### config.mk
export PLATFORM = sky130hd
export DESIGN_NAME = writeback_stage_flat
export DESIGN_NICKNAME = d
export VERILOG_FILES = /design/src/rtl/wb_pkg.sv /design/src/rtl/writeback_stage_if.sv /design/src/rtl/load_extract.sv /design/src/rtl/writeback_stage.sv /design/src/flat_wrapper.sv
export SDC_FILE = /design/constraint.sdc
export NUM_CORES = 1
export LEC_CHECK = 0
export BUFFER_PORTS_ARGS = -buffer_cell sky130_fd_sc_hd__buf_2
export CAP_MARGIN = 30
export CORE_UTILIZATION = 55
export CTS_BUF_LIST = sky130_fd_sc_hd__clkbuf_4 sky130_fd_sc_hd__clkbuf_8
export DETAILED_ROUTE_END_ITERATION = 7
export PLACE_DENSITY = 0.95
export RECOVER_POWER = 25
export SLEW_MARGIN = 20
export SYNTH_ARGS = -nofsm -noshare
export SYNTH_HDL_FRONTEND = slang
export SYNTH_HIERARCHICAL = 1
export SYNTH_SLANG_ARGS = --single-unit
### constraint.sdc
create_clock -name clk -period 8.9 [get_ports clk]
set_clock_uncertainty 0.1 [all_clocks]
set_input_delay 0.445 -clock clk [delete_from_list [all_inputs] [get_ports clk]]
set_output_delay 0.445 -clock clk [all_outputs]
set_load 0.01 [all_outputs]
### src/rtl/wb_pkg.sv
// Shared encodings for the writeback stage: result select, load type and FSM state.
package wb_pkg;

  // Result source select; the reserved value 3 is treated as ALU.
  localparam logic [1:0] SEL_ALU  = 2'd0;
  localparam logic [1:0] SEL_LOAD = 2'd1;
  localparam logic [1:0] SEL_LINK = 2'd2;

  // Load type; undefined values behave as a full-word load.
  localparam logic [2:0] LD_W  = 3'd0;
  localparam logic [2:0] LD_H  = 3'd1;
  localparam logic [2:0] LD_HU = 3'd2;
  localparam logic [2:0] LD_B  = 3'd3;
  localparam logic [2:0] LD_BU = 3'd4;

  typedef enum logic [1:0] {
    EMPTY = 2'd0,
    FULL  = 2'd1,
    WAIT  = 2'd2
  } wb_state_e;

endpackage

### src/rtl/writeback_stage_if.sv
// Bundle of memory-stage input, memory response, register-file write and bypass signals
// for the writeback stage. master = surroundings driving the stage, slave = the stage.
interface writeback_stage_if #(
  parameter int unsigned XLEN    = 32,
  parameter int unsigned RADDR_W = 5
);
  logic               in_valid;
  logic               in_ready;
  logic [RADDR_W-1:0] in_rd;
  logic               in_regwrite;
  logic [1:0]         in_sel;
  logic [XLEN-1:0]    in_alu;
  logic [XLEN-1:0]    in_link;
  logic [2:0]         in_ldtype;
  logic [1:0]         in_addr_lo;
  logic               mem_rvalid;
  logic [XLEN-1:0]    mem_rdata;
  logic [RADDR_W-1:0] rf_waddr;
  logic               rf_wen;
  logic [XLEN-1:0]    rf_wdata;
  logic               fwd_valid;
  logic [RADDR_W-1:0] fwd_addr;
  logic [XLEN-1:0]    fwd_data;
  logic               busy_load;
  logic               ld_err;

  modport master (
    output in_valid, in_rd, in_regwrite, in_sel, in_alu, in_link, in_ldtype, in_addr_lo,
    output mem_rvalid, mem_rdata,
    input  in_ready, rf_waddr, rf_wen, rf_wdata, fwd_valid, fwd_addr, fwd_data,
    input  busy_load, ld_err
  );

  modport slave (
    input  in_valid, in_rd, in_regwrite, in_sel, in_alu, in_link, in_ldtype, in_addr_lo,
    input  mem_rvalid, mem_rdata,
    output in_ready, rf_waddr, rf_wen, rf_wdata, fwd_valid, fwd_addr, fwd_data,
    output busy_load, ld_err
  );
endinterface

### src/rtl/load_extract.sv
// Combinational load data extraction: picks byte/halfword from the raw memory word and
// sign- or zero-extends it. Sub-word support is built only when WB_SUBWORD_EN is defined;
// otherwise the raw word passes through untouched.
module load_extract
  import wb_pkg::*;
#(
  parameter int unsigned XLEN = 32
) (
  input  logic [XLEN-1:0] rdata_i,
  input  logic [2:0]      ldtype_i,
  input  logic [1:0]      addr_lo_i,
  output logic [XLEN-1:0] data_o
);

`ifdef WB_SUBWORD_EN
  logic [7:0]  byte_sel;
  logic [15:0] half_sel;

  // Lane selection then extension by load type.
  always_comb begin
    byte_sel = rdata_i[7:0];
    unique case (addr_lo_i)
      2'd0: byte_sel = rdata_i[7:0];
      2'd1: byte_sel = rdata_i[15:8];
      2'd2: byte_sel = rdata_i[23:16];
      2'd3: byte_sel = rdata_i[31:24];
      default: byte_sel = rdata_i[7:0];
    endcase
    // Halfword loads ignore the low offset bit.
    half_sel = addr_lo_i[1] ? rdata_i[31:16] : rdata_i[15:0];
    case (ldtype_i)
      LD_B:    data_o = {{(XLEN-8){byte_sel[7]}}, byte_sel};
      LD_BU:   data_o = {{(XLEN-8){1'b0}}, byte_sel};
      LD_H:    data_o = {{(XLEN-16){half_sel[15]}}, half_sel};
      LD_HU:   data_o = {{(XLEN-16){1'b0}}, half_sel};
      default: data_o = rdata_i;
    endcase
  end
`else
  // Type and offset are irrelevant without sub-word support.
  logic unused_sel;
  assign unused_sel = ^{ldtype_i, addr_lo_i};

  // Every load returns the raw word.
  always_comb begin
    data_o = rdata_i;
  end
`endif

endmodule

### src/rtl/writeback_stage.sv
// Writeback stage: holds one retiring instruction, waits for load data when needed, then
// drives the register-file write port and the execute-stage bypass bus.
// Optional sub-word load extraction is enabled by defining WB_SUBWORD_EN.
module writeback_stage
  import wb_pkg::*;
#(
  parameter int unsigned XLEN    = 32,
  parameter int unsigned RADDR_W = 5
) (
  input logic               clk,
  input logic               rst,
  writeback_stage_if.slave  bus
);

  wb_state_e          state_q, state_d;
  logic [RADDR_W-1:0] rd_q, rd_d;
  logic               regwrite_q, regwrite_d;
  logic [1:0]         sel_q, sel_d;
  logic [XLEN-1:0]    alu_q, alu_d;
  logic [XLEN-1:0]    link_q, link_d;
  logic [2:0]         ldtype_q, ldtype_d;
  logic [1:0]         addr_lo_q, addr_lo_d;
  logic [XLEN-1:0]    load_q, load_d;
  logic               ld_err_q, ld_err_d;

  logic [XLEN-1:0]    ld_data;
  logic [XLEN-1:0]    result;
  logic               full;
  logic               wen;

  // Extraction uses the type and offset latched when the load was accepted.
  load_extract #(
    .XLEN (XLEN)
  ) u_load_extract (
    .rdata_i  (bus.mem_rdata),
    .ldtype_i (ldtype_q),
    .addr_lo_i(addr_lo_q),
    .data_o   (ld_data)
  );

  // Next-state: accept in EMPTY/FULL, wait for the memory response in WAIT.
  always_comb begin
    state_d    = state_q;
    rd_d       = rd_q;
    regwrite_d = regwrite_q;
    sel_d      = sel_q;
    alu_d      = alu_q;
    link_d     = link_q;
    ldtype_d   = ldtype_q;
    addr_lo_d  = addr_lo_q;
    load_d     = load_q;
    // A response outside WAIT has no owner; flag it until reset.
    ld_err_d   = ld_err_q | (bus.mem_rvalid && (state_q != WAIT));

    case (state_q)
      EMPTY, FULL: begin
        if (bus.in_valid) begin
          rd_d       = bus.in_rd;
          regwrite_d = bus.in_regwrite;
          sel_d      = bus.in_sel;
          alu_d      = bus.in_alu;
          link_d     = bus.in_link;
          ldtype_d   = bus.in_ldtype;
          addr_lo_d  = bus.in_addr_lo;
          state_d    = (bus.in_sel == SEL_LOAD) ? WAIT : FULL;
        end else begin
          state_d = EMPTY;
        end
      end
      WAIT: begin
        if (bus.mem_rvalid) begin
          load_d  = ld_data;
          state_d = FULL;
        end
      end
      default: state_d = EMPTY;
    endcase
  end

  // Stage registers; reset discards any pending load.
  always_ff @(posedge clk or posedge rst) begin
    if (rst) begin
      state_q    <= EMPTY;
      rd_q       <= '0;
      regwrite_q <= 1'b0;
      sel_q      <= SEL_ALU;
      alu_q      <= '0;
      link_q     <= '0;
      ldtype_q   <= LD_W;
      addr_lo_q  <= '0;
      load_q     <= '0;
      ld_err_q   <= 1'b0;
    end else begin
      state_q    <= state_d;
      rd_q       <= rd_d;
      regwrite_q <= regwrite_d;
      sel_q      <= sel_d;
      alu_q      <= alu_d;
      link_q     <= link_d;
      ldtype_q   <= ldtype_d;
      addr_lo_q  <= addr_lo_d;
      load_q     <= load_d;
      ld_err_q   <= ld_err_q ? 1'b1 : ld_err_d;
    end
  end

  // Outputs decoded from registered state; write/bypass buses read zero unless retiring.
  always_comb begin
    full = (state_q == FULL);
    case (sel_q)
      SEL_LOAD: result = load_q;
      SEL_LINK: result = link_q;
      default:  result = alu_q;
    endcase
    wen = full && regwrite_q && (rd_q != '0);
  end

  assign bus.in_ready  = (state_q != WAIT);
  assign bus.busy_load = (state_q == WAIT);
  assign bus.rf_wen    = wen;
  assign bus.rf_waddr  = full ? rd_q : '0;
  assign bus.rf_wdata  = full ? result : '0;
  assign bus.fwd_valid = full && wen;
  assign bus.fwd_addr  = bus.rf_waddr;
  assign bus.fwd_data  = bus.rf_wdata;
  assign bus.ld_err    = ld_err_q;

endmodule

### src/flat_wrapper.sv
// flat-port wrapper written by rule: the top's interface ports become plain ports
module writeback_stage_flat import wb_pkg::*;
#(
  parameter int unsigned XLEN    = 32,
  parameter int unsigned RADDR_W = 5
)
  (clk, rst, bus_in_valid, bus_in_rd, bus_in_regwrite, bus_in_sel, bus_in_alu, bus_in_link, bus_in_ldtype, bus_in_addr_lo, bus_mem_rvalid, bus_mem_rdata, bus_in_ready, bus_rf_waddr, bus_rf_wen, bus_rf_wdata, bus_fwd_valid, bus_fwd_addr, bus_fwd_data, bus_busy_load, bus_ld_err);
  writeback_stage_if #(.XLEN(XLEN), .RADDR_W(RADDR_W)) bus_i ();
  input logic clk;
  input logic rst;
  input wire logic [$bits(bus_i.in_valid)-1:0] bus_in_valid;
  input wire logic [$bits(bus_i.in_rd)-1:0] bus_in_rd;
  input wire logic [$bits(bus_i.in_regwrite)-1:0] bus_in_regwrite;
  input wire logic [$bits(bus_i.in_sel)-1:0] bus_in_sel;
  input wire logic [$bits(bus_i.in_alu)-1:0] bus_in_alu;
  input wire logic [$bits(bus_i.in_link)-1:0] bus_in_link;
  input wire logic [$bits(bus_i.in_ldtype)-1:0] bus_in_ldtype;
  input wire logic [$bits(bus_i.in_addr_lo)-1:0] bus_in_addr_lo;
  input wire logic [$bits(bus_i.mem_rvalid)-1:0] bus_mem_rvalid;
  input wire logic [$bits(bus_i.mem_rdata)-1:0] bus_mem_rdata;
  output wire logic [$bits(bus_i.in_ready)-1:0] bus_in_ready;
  output wire logic [$bits(bus_i.rf_waddr)-1:0] bus_rf_waddr;
  output wire logic [$bits(bus_i.rf_wen)-1:0] bus_rf_wen;
  output wire logic [$bits(bus_i.rf_wdata)-1:0] bus_rf_wdata;
  output wire logic [$bits(bus_i.fwd_valid)-1:0] bus_fwd_valid;
  output wire logic [$bits(bus_i.fwd_addr)-1:0] bus_fwd_addr;
  output wire logic [$bits(bus_i.fwd_data)-1:0] bus_fwd_data;
  output wire logic [$bits(bus_i.busy_load)-1:0] bus_busy_load;
  output wire logic [$bits(bus_i.ld_err)-1:0] bus_ld_err;
  assign bus_i.in_valid = bus_in_valid;
  assign bus_i.in_rd = bus_in_rd;
  assign bus_i.in_regwrite = bus_in_regwrite;
  assign bus_i.in_sel = bus_in_sel;
  assign bus_i.in_alu = bus_in_alu;
  assign bus_i.in_link = bus_in_link;
  assign bus_i.in_ldtype = bus_in_ldtype;
  assign bus_i.in_addr_lo = bus_in_addr_lo;
  assign bus_i.mem_rvalid = bus_mem_rvalid;
  assign bus_i.mem_rdata = bus_mem_rdata;
  assign bus_in_ready = bus_i.in_ready;
  assign bus_rf_waddr = bus_i.rf_waddr;
  assign bus_rf_wen = bus_i.rf_wen;
  assign bus_rf_wdata = bus_i.rf_wdata;
  assign bus_fwd_valid = bus_i.fwd_valid;
  assign bus_fwd_addr = bus_i.fwd_addr;
  assign bus_fwd_data = bus_i.fwd_data;
  assign bus_busy_load = bus_i.busy_load;
  assign bus_ld_err = bus_i.ld_err;
  writeback_stage #(.XLEN(XLEN), .RADDR_W(RADDR_W)) u_core (.clk(clk), .rst(rst), .bus(bus_i));
endmodule
==> results of run 1 <==
[metal layers]
metal / vias to the layer above / global-route usage [%] / part of all wire, %
met1: 1808 / 28.5 / 41
met4: 0 / 7.25 / 1.3
li1: 1665 / - / -
met5: - / 0 / 0
met2: 155 / 41.5 / 52
met3: 14 / 4.09 / 5.9
[power by group]
part	switching, mW	total (mW)	internal (mW)
clock	0.162	0.276	0.114
combinational	0.186	0.388	0.202
sequential	0.0536	0.638	0.584
[worst max-delay path: stages]
cell and delay [ns]:
buf_2 0.11, clkinvlp_2 1.24, clkbuf_1 2.12
[per-stage QoR]
step                utilization, %  hold slack (ns)
finish                        64.9            0.210
detailed placement            63.1            0.340
global placement              62.5            0.338
floorplan                        -            0.380
CTS                           65.0           0.0881
global route                  64.9            0.190
[registers in the layout, indices dropped and copies added, names as in the netlist]
name and cells:
u_core/alu_q 32, u_core/regwrite_q 1, u_core/load_q 32, u_core/bus.ld_err 1
u_core/sel_q 2, u_core/state_q 2, u_core/rd_q 5, u_core/link_q 32
[area by class of cell]
cell class	instances	area share, %
clock buffers	11	2.39
well taps	129	2.66
flip-flops and latches	107	44.1
repair buffers	193	16.7
multi-input cells	219	33.3
clock inverters	5	0.618
inverters	5	0.329
[cells in the final DEF, fill, tap and decap left out, types with 2 or more instances in the layout]
cell type and instances:
nand2b_1 3, nor2b_1 34, nor3_1 32, clkbuf_8 10, mux2_2 87, buf_4 3, buf_16 2, inv_1 4
a221oi_1 32, clkinvlp_4 2, buf_2 185, and2_1 5, dfrtp_1 107, o311a_1 2, clkbuf_1 3, mux2_4 16
[path summary, 6_finish.rpt]
kind,from,to,slack [ns],cells after the start
worst max-delay path,rst,u_core/load_q[10]$_DFFE_PP0P_,4.65,3
worst min-delay path,bus_mem_rvalid,u_core/state_q[1]$_DFFE_PP0P_,0.21,2
worst max register to register,u_core/state_q[1]$_DFFE_PP0P_,u_core/alu_q[2]$_DFFE_PP0P_,5.86,3
worst min register to register,u_core/bus.ld_err$_DFF_PP0_,u_core/bus.ld_err$_DFF_PP0_,0.36,1
max in group clk,u_core/state_q[1]$_DFFE_PP0P_,u_core/alu_q[2]$_DFFE_PP0P_,5.86,3
min in group asynchronous,rst,u_core/alu_q[3]$_DFFE_PP0P_,0.58,2
==> flow_metrics.tcl, run 1 <==
set metrics [dict create \
    run_status "complete, but fails checks" \
    violated_checks "capacitance limit, slew limit" \
    initial_core_util_pct 57.3 \
    clock_sink_count 107 \
    grt_start_max_net_pins 57 \
    multi_input_comb_area_sq_mm 0.00202 \
    worstSetupStartpointType "input port" \
    final.min_clock_period_ns 4.25 \
    critPathRequiredTime_ns 8.63 \
    die_height_microns 101 \
    post-dp-hpwl_microns 8100 \
    detailedRoute.firstIterationViolations 133 \
    drt_pass1_iterations 4 \
    syn_warnings 6 \
    synthesis.instances 428 \
    drcViolationCount 0 \
    coreArea_sq_mm 0.00937 \
    total_power_mw 1.30 \
    synthesis.area_per_instance_sq_um 12.6 \
    drt-wirelength-per-cell_microns 17.1 \
    clk_path_buf_depth 2 \
    layout.nets 650 \
    instances_no_fill 669 \
    critical_path.max_fanout 56 \
    worst_skew_pair.late_latency_ns 0.35 \
    grt_util_all_layers_pct 23.2 \
    io_pins 192 \
    clock_tree_from_tritoncts "done" \
    leakage_nw 2.95 \
    routabilityCongestion 0.767 \
    io_buffer_count 186 \
    fraction_of_layout_cells_with_a_size_suffix_above_1_pct 57.8 \
    clk_transition_reported_paths_ns 0.10 \
    fillers 749 \
    hold_buffers 0 \
    die-width_microns 101 \
    dp.cells 653 \
    setup_viol 0 \
    via_count_of_the_first_global_routing_pass 3746 \
    syn-cell-area_sq_mm 0.00537 \
    post_drt_via_cell_ratio 5.44 \
    post_cts.resized_instances 0 \
    placement.setup.worst_slack_ns 6.31 \
    setup.worst_path.end_class "asynchronous set/reset pin" \
    grt_first_pass_wirelength_microns 18200 \
    hold_viol_final 0 \
    setup_total_negative_slack_ns 0 \
    antenna_violating_nets_post_route 0 \
    crit_arrival_ns 3.99 \
    ctsRootBufferMaster "clkbuf_8" \
    worst_pin_slew_ns 2.88 \
    grt_overflow_total 0 \
    route.vias.total 3642 \
    register_area_sq_mm 0.00268 \
    wl_microns 11400 \
    ir_worst_vdd_uv 116 \
    diodes 0 \
    finalWorstSetupSlack_ns 4.65 \
    grt_setup_unrepaired "no" \
    cts_buffers 9 \
    path_class "in -> async" \
    max_freq_mhz 235 \
    final.period_utilization_pct 47.8 \
    timing.max_cap.violations 4 \
    place_area_sq_mm 0.00591 \
    drv_slew 160 \
    cts.repair_timing.setup_buffer_count 0 \
    postSynthNetCount 543 \
    floorplan_row_count 35 \
    antenna_found_initial 0 \
    fin_area_sq_mm 0.00608 \
    hold_path.class "in -> reg" \
    flow.area_growth_from_synthesis_pct 13.1 \
    design.die.area_sq_mm 0.0102 \
    h-tree-depth 3 \
    worst_slew_margin_rel_pct -92.2 \
    power_density_mw_per_mm2 214 \
]
Note: power is estimated with default switching activity, not from simulation.
==> run 2, diff against run 1 <==
--- a/config.mk
+++ b/config.mk
@@ -7,10 +7,10 @@
 export LEC_CHECK = 0
 export BUFFER_PORTS_ARGS = -buffer_cell sky130_fd_sc_hd__buf_2
 export CAP_MARGIN = 30
-export CORE_UTILIZATION = 55
+export CORE_UTILIZATION = 47
 export CTS_BUF_LIST = sky130_fd_sc_hd__clkbuf_4 sky130_fd_sc_hd__clkbuf_8
 export DETAILED_ROUTE_END_ITERATION = 7
-export PLACE_DENSITY = 0.95
+export PLACE_DENSITY = 0.9
 export RECOVER_POWER = 25
 export SLEW_MARGIN = 20
 export SYNTH_ARGS = -nofsm -noshare
==> constraint.sdc (replaced) <==
create_clock -name clk -period 3.86 [get_ports clk]
set_clock_uncertainty 0.1 [all_clocks]
set_input_delay 0.193 -clock clk [delete_from_list [all_inputs] [get_ports clk]]
set_output_delay 0.193 -clock clk [all_outputs]
set_load 0.01 [all_outputs]
==> run 2 against run 1 <==
Net effect: final area increased by 18%; count of clock-buffer cells in the layout grew 1; global-route usage rose by 1.8 points; clock power grew 150%; the run now ends clean; combinational power grew to 2.6 times the previous value; hold slack improved by 0.20 ns; critical path depth is 3 higher; largest power group unchanged; register-to-register slack got worse by 4.2 ns; critical endpoint is now bus_rf_wdata[28].
==> flow_metrics.tcl, run 2 (synthesized netlist as in run 1, its figures left out) <==
set metrics [dict create \
    grt_first_pass_wirelength_microns 21900 \
    final_cell_mix "buf_2, dlygate4sd3_1, dfrtp_1" \
    initial_core_util_pct 48.9 \
    layout.nets 759 \
    critPathRequiredTime_ns 3.57 \
    leakage_nw 3.42 \
    hold_path.class "reg -> reg" \
    wl_microns 14700 \
    route.vias.total 4244 \
    floorplan_row_count 38 \
    worst_pin_slew_ns 1.32 \
    clock_sink_count 107 \
    io_buffer_count 186 \
    r2r.worst_path.cells 3 \
    via_count_of_the_first_global_routing_pass 4540 \
    worstSetupStartpointType "register" \
    worst_skew_pair.late_latency_ns 0.37 \
    run_status "complete, no violations" \
    path_class "reg -> out" \
    post_cts.resized_instances 0 \
    timing.max_cap.violations 0 \
    post-dp-hpwl_microns 8180 \
    r2r_end "u_core/load_q[27]$_DFFE_PP0P_" \
    drv_slew 0 \
    drt-wirelength-per-cell_microns 18.6 \
    ir_worst_vdd_uv 302 \
    antenna_violating_nets_post_route 0 \
    critical_path.startpoint "u_core/sel_q[0]$_DFFE_PP0P_" \
    setup.reg_to_reg.worst_slack_ns 1.66 \
    die-width_microns 109 \
    diodes 0 \
    design.die.area_sq_mm 0.0119 \
    hold_ws_ns 0.415 \
    r2r-start "u_core/state_q[1]$_DFFE_PP0P_" \
    coreArea_sq_mm 0.0110 \
    grt_start_max_net_pins 79 \
    grt_util_all_layers_pct 25.0 \
    cts_buffers 9 \
    grt_setup_unrepaired "no" \
    hold_viol_final 0 \
    clk_transition_reported_paths_ns 0.09 \
    antenna_found_initial 0 \
    fillers 763 \
    worst_slew_margin_rel_pct 12.0 \
    cts.repair_timing.setup_buffer_count 0 \
    final.period_utilization_pct 68.7 \
    setup_total_negative_slack_ns 0 \
    setup_viol 0 \
    h-tree-depth 3 \
    drcViolationCount 0 \
    flow.area_growth_from_synthesis_pct 33.7 \
    routabilityCongestion 0.762 \
    critical_path.max_fanout 36 \
    post_drt_via_cell_ratio 5.39 \
    clock_tree_from_tritoncts "done" \
    ctsRootBufferMaster "clkbuf_8" \
    io_pins 192 \
    regs_by_ff_count "u_core/alu_q x32, u_core/link_q x32, u_core/load_q x32" \
    critPathCapture "bus_rf_wdata[28]" \
    layout_commonest_cell "buf_2" \
    final.min_clock_period_ns 2.65 \
    fraction_of_layout_cells_with_a_size_suffix_above_1_pct 48.8 \
    max_freq_mhz 377 \
    crit_arrival_ns 2.36 \
    power_density_mw_per_mm2 441 \
    clk_path_buf_depth 2 \
    die_height_microns 109 \
    grt_overflow_total 0 \
    drt_pass1_iterations 5 \
    setup.worst_path.end_class "primary output" \
    detailedRoute.firstIterationViolations 240 \
]
## run 2: cell count changes in the layout (fill, tap and decap cells not counted), sizes merged
cell	delta
dlygate4sd3	+107
bufinv	+1
inv	-1
buf	+3
clkinv	-2
clkinvlp	-1
## run 2: power by group
part / total (mW) / switching, mW / internal, mW
logic: 1.01 / 0.470 / 0.540
registers: 1.48 / 0.133 / 1.35
clock network: 0.678 / 0.353 / 0.326
## run 2: worst max-delay path, stage by stage, from the launching register on
cell      delay (ns)
dfrtp_1         0.38
inv_1           0.06
ha_2            0.66
buf_16          0.25
a221oi_1        0.08
nor3_1          0.35
buf_2           0.20
## run 2: worst min path at each step
stage,startpoint,end,slack [ns],cells after the start
after global routing,u_core/link_q[5]$_DFFE_PP0P_,u_core/link_q[5]$_DFFE_PP0P_,0.42,1
final,u_core/alu_q[8]$_DFFE_PP0P_,u_core/alu_q[8]$_DFFE_PP0P_,0.42,1
after CTS,u_core/bus.ld_err$_DFF_PP0_,u_core/bus.ld_err$_DFF_PP0_,0.41,1
after global placement,bus_mem_rvalid,u_core/state_q[1]$_DFFE_PP0P_,0.30,2
after detailed placement,bus_in_link[9],u_core/link_q[9]$_DFFE_PP0P_,0.33,2
after floorplan,bus_mem_rvalid,u_core/state_q[1]$_DFFE_PP0P_,0.18,1
## run 2: repair_timing
item,4_1_cts,5_1_grt
endpoints found under the hold margin,183,0
setup endpoints to repair,0,0
hold buffers,107,0
## run 2: routing by layer
layer  routed length [microns]  vias to the layer above  global-route usage (%)  share of wire, %
li1                          -                     1868                       -                 -
met1                      5380                     2116                    25.7                37
met2                      8030                      223                    47.4                55
met3                       912                       37                    6.52               6.2
met4                       333                        0                    10.3               2.3
met5                         0                        -                       0                 0
## run 2: final cells by class
cell class | count | area [sq um] | area share, %
Multi-Input combinational cell | 219 | 2030 | 28.2
Sequential cell | 107 | 2680 | 37.3
Timing Repair Buffer | 302 | 2090 | 29.1
Tap cell | 140 | 175 | 2.44
Inverter | 5 | 20.0 | 0.279
Clock buffer | 12 | 153 | 2.12
Clock inverter | 2 | 37.5 | 0.522
## run 2: through the flow
stage	cells	util (%)	setup WS [ns]	power (mW)	instance area (sq um)
final	787	65.4	1.21	3.17	7190
after global routing	787	65.4	0.976	3.33	7190
after global placement	663	53.5	1.36	2.33	5880
after floorplan	428	-	0.750	2.16	5370
after detailed placement	664	53.7	1.46	2.38	5890
after CTS	785	65.2	1.01	3.15	7160
